**config.mk**
```make
export PLATFORM = sky130hd
export DESIGN_NAME = spi_reg_ctrl
export DESIGN_NICKNAME = d
export VERILOG_FILES = /design/src/rtl/spi_reg_ctrl.sv
export SDC_FILE = /design/constraint.sdc
export NUM_CORES = 1
export LEC_CHECK = 0
export ABC_CLOCK_PERIOD_IN_PS = 1500
export CAP_MARGIN = 10
export CORE_MARGIN = 8
export CORE_UTILIZATION = 30
export CTS_CLUSTER_DIAMETER = 120
export DETAILED_ROUTE_END_ITERATION = 10
export PLACE_DENSITY_LB_ADDON = 0.3
export SYNTH_ARGS = -nofsm -noshare
export SYNTH_HDL_FRONTEND = slang
export SYNTH_SLANG_ARGS = --single-unit
```
**constraint.sdc**
```tcl
create_clock -name clk -period 1.5 [get_ports clk]
set_input_delay 0.225 -clock clk [delete_from_list [all_inputs] [get_ports clk]]
set_output_delay 0.225 -clock clk [all_outputs]
set_load 0.01 [all_outputs]
```
**src/rtl/spi_reg_ctrl.sv**
```systemverilog
// -----------------------------------------------------------------------------
// spi_reg_ctrl
//   Command sequencer between a byte-level SPI slave and a register bank.
//   Each chip-select frame is one command byte followed by data bytes.
//   Command byte: bit7 = read(1)/write(0), bit6 = auto-increment,
//   bits[ADDR_W-1:0] = start address.
//
// Ports
//   clk, rst      system clock, synchronous active-high reset
//   cs_active     frame select, already synchronised to clk
//   rx_valid      1-cycle pulse, rx_byte holds a completed MOSI byte
//   rx_byte       received byte
//   tx_byte       byte the SPI slave shifts out at the next byte boundary
//   reg_addr      register address, valid with reg_we / reg_re
//   reg_wdata     write data, valid with reg_we
//   reg_we        1-cycle write strobe
//   reg_re        1-cycle read strobe
//   reg_rdata     read data, valid one cycle after reg_re
//   frame_done    1-cycle pulse when an active frame ends
//   wr_count      writes in the last/current frame, saturating at 255
//   ovr_err       sticky: a byte arrived while a read fetch was pending
//
// Handshake: rx_valid is a single-cycle qualifier with no back-pressure; a
// byte is consumed in the cycle rx_valid is high. reg_we/reg_re are
// single-cycle strobes, never both high in the same cycle; reg_rdata is
// sampled exactly one cycle after reg_re.
// -----------------------------------------------------------------------------
module spi_reg_ctrl #(
    parameter int          ADDR_W = 6,
    parameter logic [7:0]  STATUS = 8'hA5
) (
    input  logic              clk,
    input  logic              rst,
    input  logic              cs_active,
    input  logic              rx_valid,
    input  logic [7:0]        rx_byte,
    output logic [7:0]        tx_byte,
    output logic [ADDR_W-1:0] reg_addr,
    output logic [7:0]        reg_wdata,
    output logic              reg_we,
    output logic              reg_re,
    input  logic [7:0]        reg_rdata,
    output logic              frame_done,
    output logic [7:0]        wr_count,
    output logic              ovr_err
);

    typedef enum logic [2:0] {
        S_IDLE,
        S_CMD,
        S_WDATA,
        S_RREQ,
        S_RWAIT,
        S_RDATA
    } state_t;

    state_t              state_q, state_d;
    logic                cs_q;
    logic [ADDR_W-1:0]   addr_q, addr_d;
    logic                inc_q, inc_d;
    logic [7:0]          tx_q, tx_d;
    logic [7:0]          wdata_q, wdata_d;
    logic                we_q, we_d;
    logic [7:0]          wr_cnt_q, wr_cnt_d;
    logic                done_q, done_d;
    logic                ovr_q, ovr_d;

    always_comb begin
        state_d  = state_q;
        addr_d   = addr_q;
        inc_d    = inc_q;
        tx_d     = tx_q;
        wdata_d  = wdata_q;
        we_d     = 1'b0;
        wr_cnt_d = wr_cnt_q;
        done_d   = 1'b0;
        ovr_d    = ovr_q;

        // The write strobe uses addr_q as-is; the increment lands on the
        // edge that ends the strobe cycle, so the next write sees addr+1.
        if (we_q && inc_q) begin
            addr_d = addr_q + 1'b1;
        end

        case (state_q)
            S_IDLE: begin
                tx_d = STATUS;
                // cs_q resets high, so a frame already selected at reset
                // release is not mistaken for a new frame.
                if (cs_active && !cs_q) begin
                    state_d  = S_CMD;
                    wr_cnt_d = 8'd0;
                    ovr_d    = 1'b0;
                end
            end
            S_CMD: begin
                if (rx_valid) begin
                    addr_d  = rx_byte[ADDR_W-1:0];
                    inc_d   = rx_byte[6];
                    state_d = rx_byte[7] ? S_RREQ : S_WDATA;
                end
            end
            S_WDATA: begin
                // Captured even if cs_active falls in this same cycle.
                if (rx_valid) begin
                    we_d    = 1'b1;
                    wdata_d = rx_byte;
                    if (wr_cnt_q != 8'hFF) begin
                        wr_cnt_d = wr_cnt_q + 8'd1;
                    end
                end
            end
            S_RREQ: begin
                state_d = S_RWAIT;
                if (rx_valid) ovr_d = 1'b1;
            end
            S_RWAIT: begin
                tx_d    = reg_rdata;
                state_d = S_RDATA;
                if (rx_valid) ovr_d = 1'b1;
            end
            S_RDATA: begin
                // The incoming byte is the dummy that clocked out tx_byte.
                if (rx_valid) begin
                    if (inc_q) addr_d = addr_q + 1'b1;
                    state_d = S_RREQ;
                end
            end
            default: state_d = S_IDLE;
        endcase

        // Frame end overrides any pending fetch; read data is dropped.
        if (state_q != S_IDLE && !cs_active) begin
            state_d = S_IDLE;
            done_d  = 1'b1;
            tx_d    = STATUS;
        end
    end

    always_ff @(posedge clk) begin
        if (rst) begin
            state_q  <= S_IDLE;
            cs_q     <= 1'b1;
            addr_q   <= '0;
            inc_q    <= 1'b0;
            tx_q     <= STATUS;
            wdata_q  <= 8'd0;
            we_q     <= 1'b0;
            wr_cnt_q <= 8'd0;
            done_q   <= 1'b0;
            ovr_q    <= 1'b0;
        end else begin
            state_q  <= state_d;
            cs_q     <= cs_active;
            addr_q   <= addr_d;
            inc_q    <= inc_d;
            tx_q     <= tx_d;
            wdata_q  <= wdata_d;
            we_q     <= we_d;
            wr_cnt_q <= wr_cnt_d;
            done_q   <= done_d;
            ovr_q    <= ovr_d;
        end
    end

    // reg_re is a decode of the state register, so rdata returns while the
    // FSM sits in RWAIT and tx_byte refills three cycles after rx_valid.
    assign reg_re     = (state_q == S_RREQ);
    assign reg_we     = we_q;
    assign reg_addr   = addr_q;
    assign reg_wdata  = wdata_q;
    assign tx_byte    = tx_q;
    assign frame_done = done_q;
    assign wr_count   = wr_cnt_q;
    assign ovr_err    = ovr_q;

endmodule

```
==> results by group, run 1 <==
Outcome
  – Status: finished, final reports clean

Logic synthesis
  – Mapped Avg Cell Area: 8.227 µm²
  – Syn_nets: between 200 and 250
  – Seq/Total Area, Yosys: 42.22%
  – Post-synth top area share: 42.22%
  – Cell taking the most area after synthesis: dfxtp_1
  – XOR/XNOR Fraction of Synth Area: 1.458%
  – Most numerous cell in the Yosys netlist: dfxtp_1
  – FF+latch count, synth: 38
  – Synth async-reset ratio: 0%
  – Synth Area in Compound Gates: a little over a fifth
  – Commonest register cell after synthesis: dfxtp_1
  – EDFF count, synth: 0
  – Cells after synthesis: 219
  – YS warnings: 0
  – Post-Synth Simple-Gate Area: 27.08%
  – Adder-Cell Fraction of Synth Area: between 1 and 1.5%
  – Post-synthesis mux area share: 1.736%
  – Mapped Area: 1802 µm²
  – Synth area leaders: dfxtp_1 (42%), a21oi_1 (7.5%), nand2_1 (5.4%)
  – Yosys cell types: 42
  – Main combinational cell family by area after synthesis: simple AND/OR/NAND/NOR gates
  – Synth top cells by count: dfxtp_1 (38), a21oi_1 (27), nand2_1 (26)

Global routing
  – GR Overflow Total: 0
  – Antenna violations before repair: 0
  – Vias in the first global route: 1915
  – GRT Total Usage: 12.46%
  – Largest net degree at the start of global routing: 13
  – First-pass GRT wire length: 8887 µm

Floorplanning
  – Initial Utilization: a little under a third
  – Row Count: 28
  – Die area: 8741 µm²
  – Die extent in y: 93.50 µm
  – Die W: 93.50 µm
  – Core ar.: 5851 µm²
  – I/O Pins: 54

Placed design
  – DP Worst Slack: -0.3323 ns
  – Placed insts: 365
  – PortBufs: 53
  – Routability cong.: 0.7464
  – Final HPWL from detailed placement: between 3000 and 4000 µm

Critical path
  – Critical path's slowest cell: or4_1
  – Crit path DAT: 1.68 ns
  – Reg-to-reg endpoint: wr_count[6]
  – Worst r2r src: state_q[1]
  – CP endpoint kind: register
  – Critical path peak fanout: 8
  – Worst-path cell chain: nor3b_4 -> o21ai_4 -> or4_1 -> a21oi_1
  – Max stage delay on crit path: 0.50 ns
  – Worst R2R Setup Slack: 0.03 ns
  – Setup crit start kind: register
  – Setup CP Type: register to register
  – WP data required: 1.72 ns
  – Reg2Reg Depth: 4

Power and ir drop
  – VDD IR-drop max: 0.0003453 V
  – Power Internal: 0.001544 W
  – Net switching power figure: 0.0005188 W
  – Switching Share: 25.15%
  – Static leakage: between 1 and 1.5 nW
  – Comb power frac: 12.9%
  – Seq pwr share: slightly above 50%
  – Clock Power Share: 36.0%
  – PwrDens: 734.3 nW/µm²

STA
  – # setup viols final: 0
  – Pins Over Slew Limit: 0
  – Worst slew margin: slightly below 80%
  – RSZ-0062 raised after global routing: yes
  – Worst Skew: 0.003805 ns
  – Worst slew pin tran: 0.3191 ns
  – Setup WS post-layout: 0.03298 ns
  – Final period utilization: 97.80%
  – Fmax: 0.6817 GHz
  – Endpoints failing hold: 0
  – Fin crit period: 1.467 ns

Cells and area
  – Fin util: 48.01%
  – # fillers: approximately 600
  – Post-Layout Cell Count: 376
  – Area Overhead vs Synth: 55.90%
  – Share of cells above drive strength 1: ~25%
  – Diode count: 0
  – Final nets: 322

Min path
  – Hold path cells: 3
  – Endpoint, Worst Hold: cs_q
  – Worst hold path type: primary input to register
  – Worst hold path startpoint: cs_active

Clocking
  – CTS H-tree lvls: 2
  – TritonCTS clock tree: built
  – CTS buffer count: 5
  – CTS max path bufs: 2
  – Worst-skew pair later-pin latency: between 0.2 and 0.3 ns
  – Root Buffer: clkbuf_8
  – Sink Count: 38
  – Clock-pin slew on the worst setup and hold paths: 0.08 ns
  – CTS hold repair buffers: 0

Job
  – Max Cap Viol: 0

Routing
  – Routed WL: 5296 µm
  – Vias post-DR: 1849
  – Pre-antenna DRT Iters: 4
  – Vias per inst: 4.918
  – Routed Antenna Nets: 0
  – Routed length per placed instance: 14.09 µm
  – Drt initial violations: 90
  – DR DRC count: 0
==> power groups by stage <==
stage	logic [W]	clock network, W	registers (W)
detailed placement	0.000261	0	0.00108
finish	0.000266	0.000743	0.00105
CTS	0.000266	0.000765	0.00105
global placement	0.000260	0	0.00108
floorplan	0.000113	0	0.00108
global route	0.000293	0.000809	0.00106
==> stage by stage <==
step	instance area, µm²	power, W	setup TNS (ns)	hold WS (ns)
2_1_floorplan	1802	0.001190	0	0.3425
3_3_place_gp	2605	0.001336	-2.933	0.4446
3_5_place_dp	2605	0.001339	-3.325	0.4547
4_1_cts	2743	0.002085	0	0.4695
5_1_grt	2809	0.002162	-0.1659	0.3202
6_report	2809	0.002063	0	0.2943
==> registers in the layout, indices dropped and copies added (netlist names) <==
signal      flops
cs_q            1
frame_done      1
inc_q           1
ovr_err         1
reg_addr        6
reg_wdata       8
reg_we          1
state_q         3
tx_byte         8
wr_count        8
==> routing by layer <==
layer / vias up / track usage [%] / wire length (µm)
met5: - / 0 / 0
met4: 0 / 4.295 / 55
met3: 4 / 5.849 / 491
met2: 51 / 19.68 / 2509
met1: 856 / 14.41 / 2240
li1: 938 / - / -
==> worst max-delay path by stage <==
| stage | startpoint | to |
|---|---|---|
| 2_1_floorplan | wr_count[0] | wr_count[1] |
| 5_1_grt | state_q[1] | wr_count[7] |
| 6_report | state_q[1] | wr_count[6] |
| 3_3_place_gp | cs_active | wr_count[6] |
| 4_1_cts | wr_count[0] | wr_count[0] |
| 3_5_place_dp | cs_active | wr_count[6] |
==> worst max-delay path: cells and delay by family (launching register included) <==
kind,cells,cell delay (ns)
DFF,1,0.37
AOI/OAI and AO/OA,2,0.26
and+or+nand+nor,2,0.76
==> area by class of cell <==
cell class                 count  area (µm²)  share of cell area (%)
inverter                       3       11.26                  0.4009
multi-input combinational    162        1021                   36.35
sequential                    38       778.2                   27.71
timing repair buffer          90       813.3                   28.95
tap                           75       93.84                   3.341
clock buffer                   7       86.33                   3.074
clock inverter                 1       5.005                  0.1782
==> kinds of logic (layout without fill, tap and decap cells) <==
| group | after synthesis | in the layout |
|---|---|---|
| simple gates | 90 | 90 |
| flops | 38 | 38 |
| buf+inv | 19 | 101 |
| mux | 3 | 3 |
| fa+ha+maj | 2 | 2 |
| xor+xnor | 3 | 3 |
| compound gates | 64 | 64 |
==> cell usage in the layout, fill, tap and decap left out, types with 3 or more instances in the layout <==
cell             synthesis  final
inv_1                    3      3
o31ai_1                  4      4
clkbuf_8                 0      6
o21ai_0                 15     15
nand3_1                 10     10
or3_1                    4      4
or4_1                    4      3
dlymetal6s2s_1           0      5
nor2_1                  15     15
xor2_1                   3      3
clkdlybuf4s50_1          0     39
nand2_1                 26     25
nand2b_1                 4      4
dfxtp_1                 38     26
dlygate4sd2_1            0      9
a21o_1                   3      3
nand3b_1                 6      6
nor3_1                   5      3
dfxtp_2                  0     11
a21oi_2                  0      3
a21oi_1                 27     24
buf_4                    1     36
a211oi_1                 4      4
or2_2                    3      3
==> repair_timing <==
item / CTS / global route
cloned: 0 / 0
resized for setup: 23 / 19
buffers inserted: 2 / 1
setup endpoints to repair: 19 / 15
endpoints found under the hold margin: 0 / 0
pin swaps: 3 / 6
Power figures use the tool's default switching activity.
==> run 2: changes to the inputs <==
--- a/config.mk
+++ b/config.mk
@@ -6,9 +6,9 @@
 export NUM_CORES = 1
 export LEC_CHECK = 0
 export ABC_CLOCK_PERIOD_IN_PS = 1500
-export CAP_MARGIN = 10
+export CAP_MARGIN = 20
 export CORE_MARGIN = 8
-export CORE_UTILIZATION = 30
+export CORE_UTILIZATION = 40
 export CTS_CLUSTER_DIAMETER = 120
 export DETAILED_ROUTE_END_ITERATION = 10
 export PLACE_DENSITY_LB_ADDON = 0.3
==> results by group, run 2 (same netlist as run 1, synthesis figures left out) <==
Routing
  – Vias per inst: 5.375
  – Routed WL: 5107 µm
  – Drt initial violations: around 130
  – Routed Antenna Nets: 0
  – Routed length per placed instance: 14.39 µm
  – DR DRC count: 0
  – Vias post-DR: 1908
  – Pre-antenna DRT Iters: 4

Floorplanning
  – I/O Pins: 54
  – Row Count: 24
  – Core ar.: 4354 µm²
  – Die W: between 80 and 90 µm
  – Die area: 6908 µm²
  – Initial Utilization: around two fifths
  – Die extent in y: 83.12 µm

Placed design
  – Final HPWL from detailed placement: 3610 µm
  – DP Worst Slack: -0.3622 ns
  – Routability cong.: 0.7932
  – PortBufs: 53

Critical path
  – Crit path buffers/inverters: 2
  – CP delay by family, top: buffers and inverters
  – Worst-path cell chain: clkdlybuf4s50_1 -> nor3b_4 -> o21ai_4 -> buf_4 -> or3_1 -> a21oi_1
  – Worst path depth: 6
  – Setup CP Type: primary input to register
  – Reg2Reg Depth: 5
  – Crit path DAT: 1.73 ns
  – Critical path peak fanout: 7
  – Setup crit start kind: primary input
  – WP data required: around 1.7 ns
  – Critical path's slowest cell: clkdlybuf4s50_1
  – CP endpoint kind: register
  – Critical path origin: cs_active
  – Max stage delay on crit path: about 0.47 ns
  – Worst r2r src: state_q[1]

Clocking
  – CTS buffer count: 5
  – CTS H-tree lvls: 2
  – Worst-skew pair later-pin latency: 0.29 ns
  – CTS hold repair buffers: 0
  – TritonCTS clock tree: built
  – Clock-pin slew on the worst setup and hold paths: 0.08 ns
  – Sink Count: 38
  – CTS max path bufs: 2
  – Root Buffer: clkbuf_8

Cells and area
  – Commonest non-fill, non-tap cells in the layout: clkdlybuf4s50_1 (42), buf_4 (38), a21oi_1 (27)
  – Share of cells above drive strength 1: 24.42%
  – Most common cell after layout, fill and taps aside: clkdlybuf4s50_1
  – Area Overhead vs Synth: 55.63%
  – Diode count: 0
  – Final nets: ~320

Global routing
  – Vias in the first global route: 1814
  – GR Overflow Total: 0
  – Largest net degree at the start of global routing: 15
  – First-pass GRT wire length: 8314 µm
  – GRT Total Usage: 14.09%
  – Antenna violations before repair: 0

Power and ir drop
  – VDD IR-drop max: approximately 0.00054 V
  – PwrDens: 783.0 nW/µm²
  – Power, Total: 0.002196 W
  – Static leakage: 1.131 nW

STA
  – Pins Over Slew Limit: 0
  – Worst slew pin tran: 0.3827 ns
  – Fmax: 0.6606 GHz
  – Fin crit period: 1.514 ns
  – # setup viols final: 1
  – Worst Skew: approximately 0.0043 ns
  – Final period utilization: 100.9%
  – Setup WS post-layout: -0.01367 ns
  – Worst slew margin: 74.42%
  – Endpoints failing hold: 0

Outcome
  – Status: complete, but fails checks
  – Failing checks: setup timing

Min path
  – Worst hold path type: register to register
  – Worst hold path startpoint: reg_wdata[5]
  – Hold path cells: 2

Job
  – Max Cap Viol: 0
run 2: timing repair:
item | CTS | global route
buffers inserted | 5 | 2
setup endpoints to repair | 17 | 13
resized for setup | 21 | 15
pin swaps | 5 | 2
run 2: worst paths after layout:
| check | end | slack [ns] |
|---|---|---|
| min reg2reg | reg_wdata[5] | 0.46 |
| max reg2reg | wr_count[1] | 0.01 |
| max | wr_count[1] | -0.01 |
| min | reg_wdata[5] | 0.46 |
run 2: report_power, final:
part	leakage, nW	switching [W]	total [W]	internal [W]
combinational	0.767	0.000120	0.000269	0.000149
sequential	0.314	0.0000255	0.00105	0.00103
clock	0.0504	0.000379	0.000874	0.000494
total	1.13	0.000524	0.00220	0.00167
run 2: final cells by class:
cell class                      count  area (µm²)
Fill cell                         368        1550
Multi-Input combinational cell    162        1005
Timing Repair Buffer               92       828.3
Sequential cell                    38       780.7
Clock buffer                        5       68.82
Tap cell                           52       65.06
Clock inverter                      3       45.04
Inverter                            3       11.26
run 2: layer usage:
layer / vias to the layer above / global-route usage [%] / wire length, µm
li1: 953 / - / -
met1: 892 / 16.11 / 2294
met2: 54 / 22.84 / 2450
met3: 9 / 5.078 / 272
met4: 0 / 6.390 / 89
met5: - / 0 / 0
run 2: stage by stage:
step	hold slack [ns]	setup TNS, ns	util [%]	area (µm²)	cells
2_1_floorplan	0.3425	0	-	1802	219
3_3_place_gp	0.4441	-3.562	58.82	2561	340
3_5_place_dp	0.4496	-3.902	58.82	2561	340
4_1_cts	0.4608	0	62.84	2736	353
5_1_grt	0.4752	-0.06515	64.40	2804	355
6_report	0.4594	-0.01367	64.40	2804	355
run 2: tightest hold or removal path, cell delays in order (launching register included):
cell and delay [ns]:
dfxtp_1 0.32, nand2_1 0.05, a21oi_1 0.05
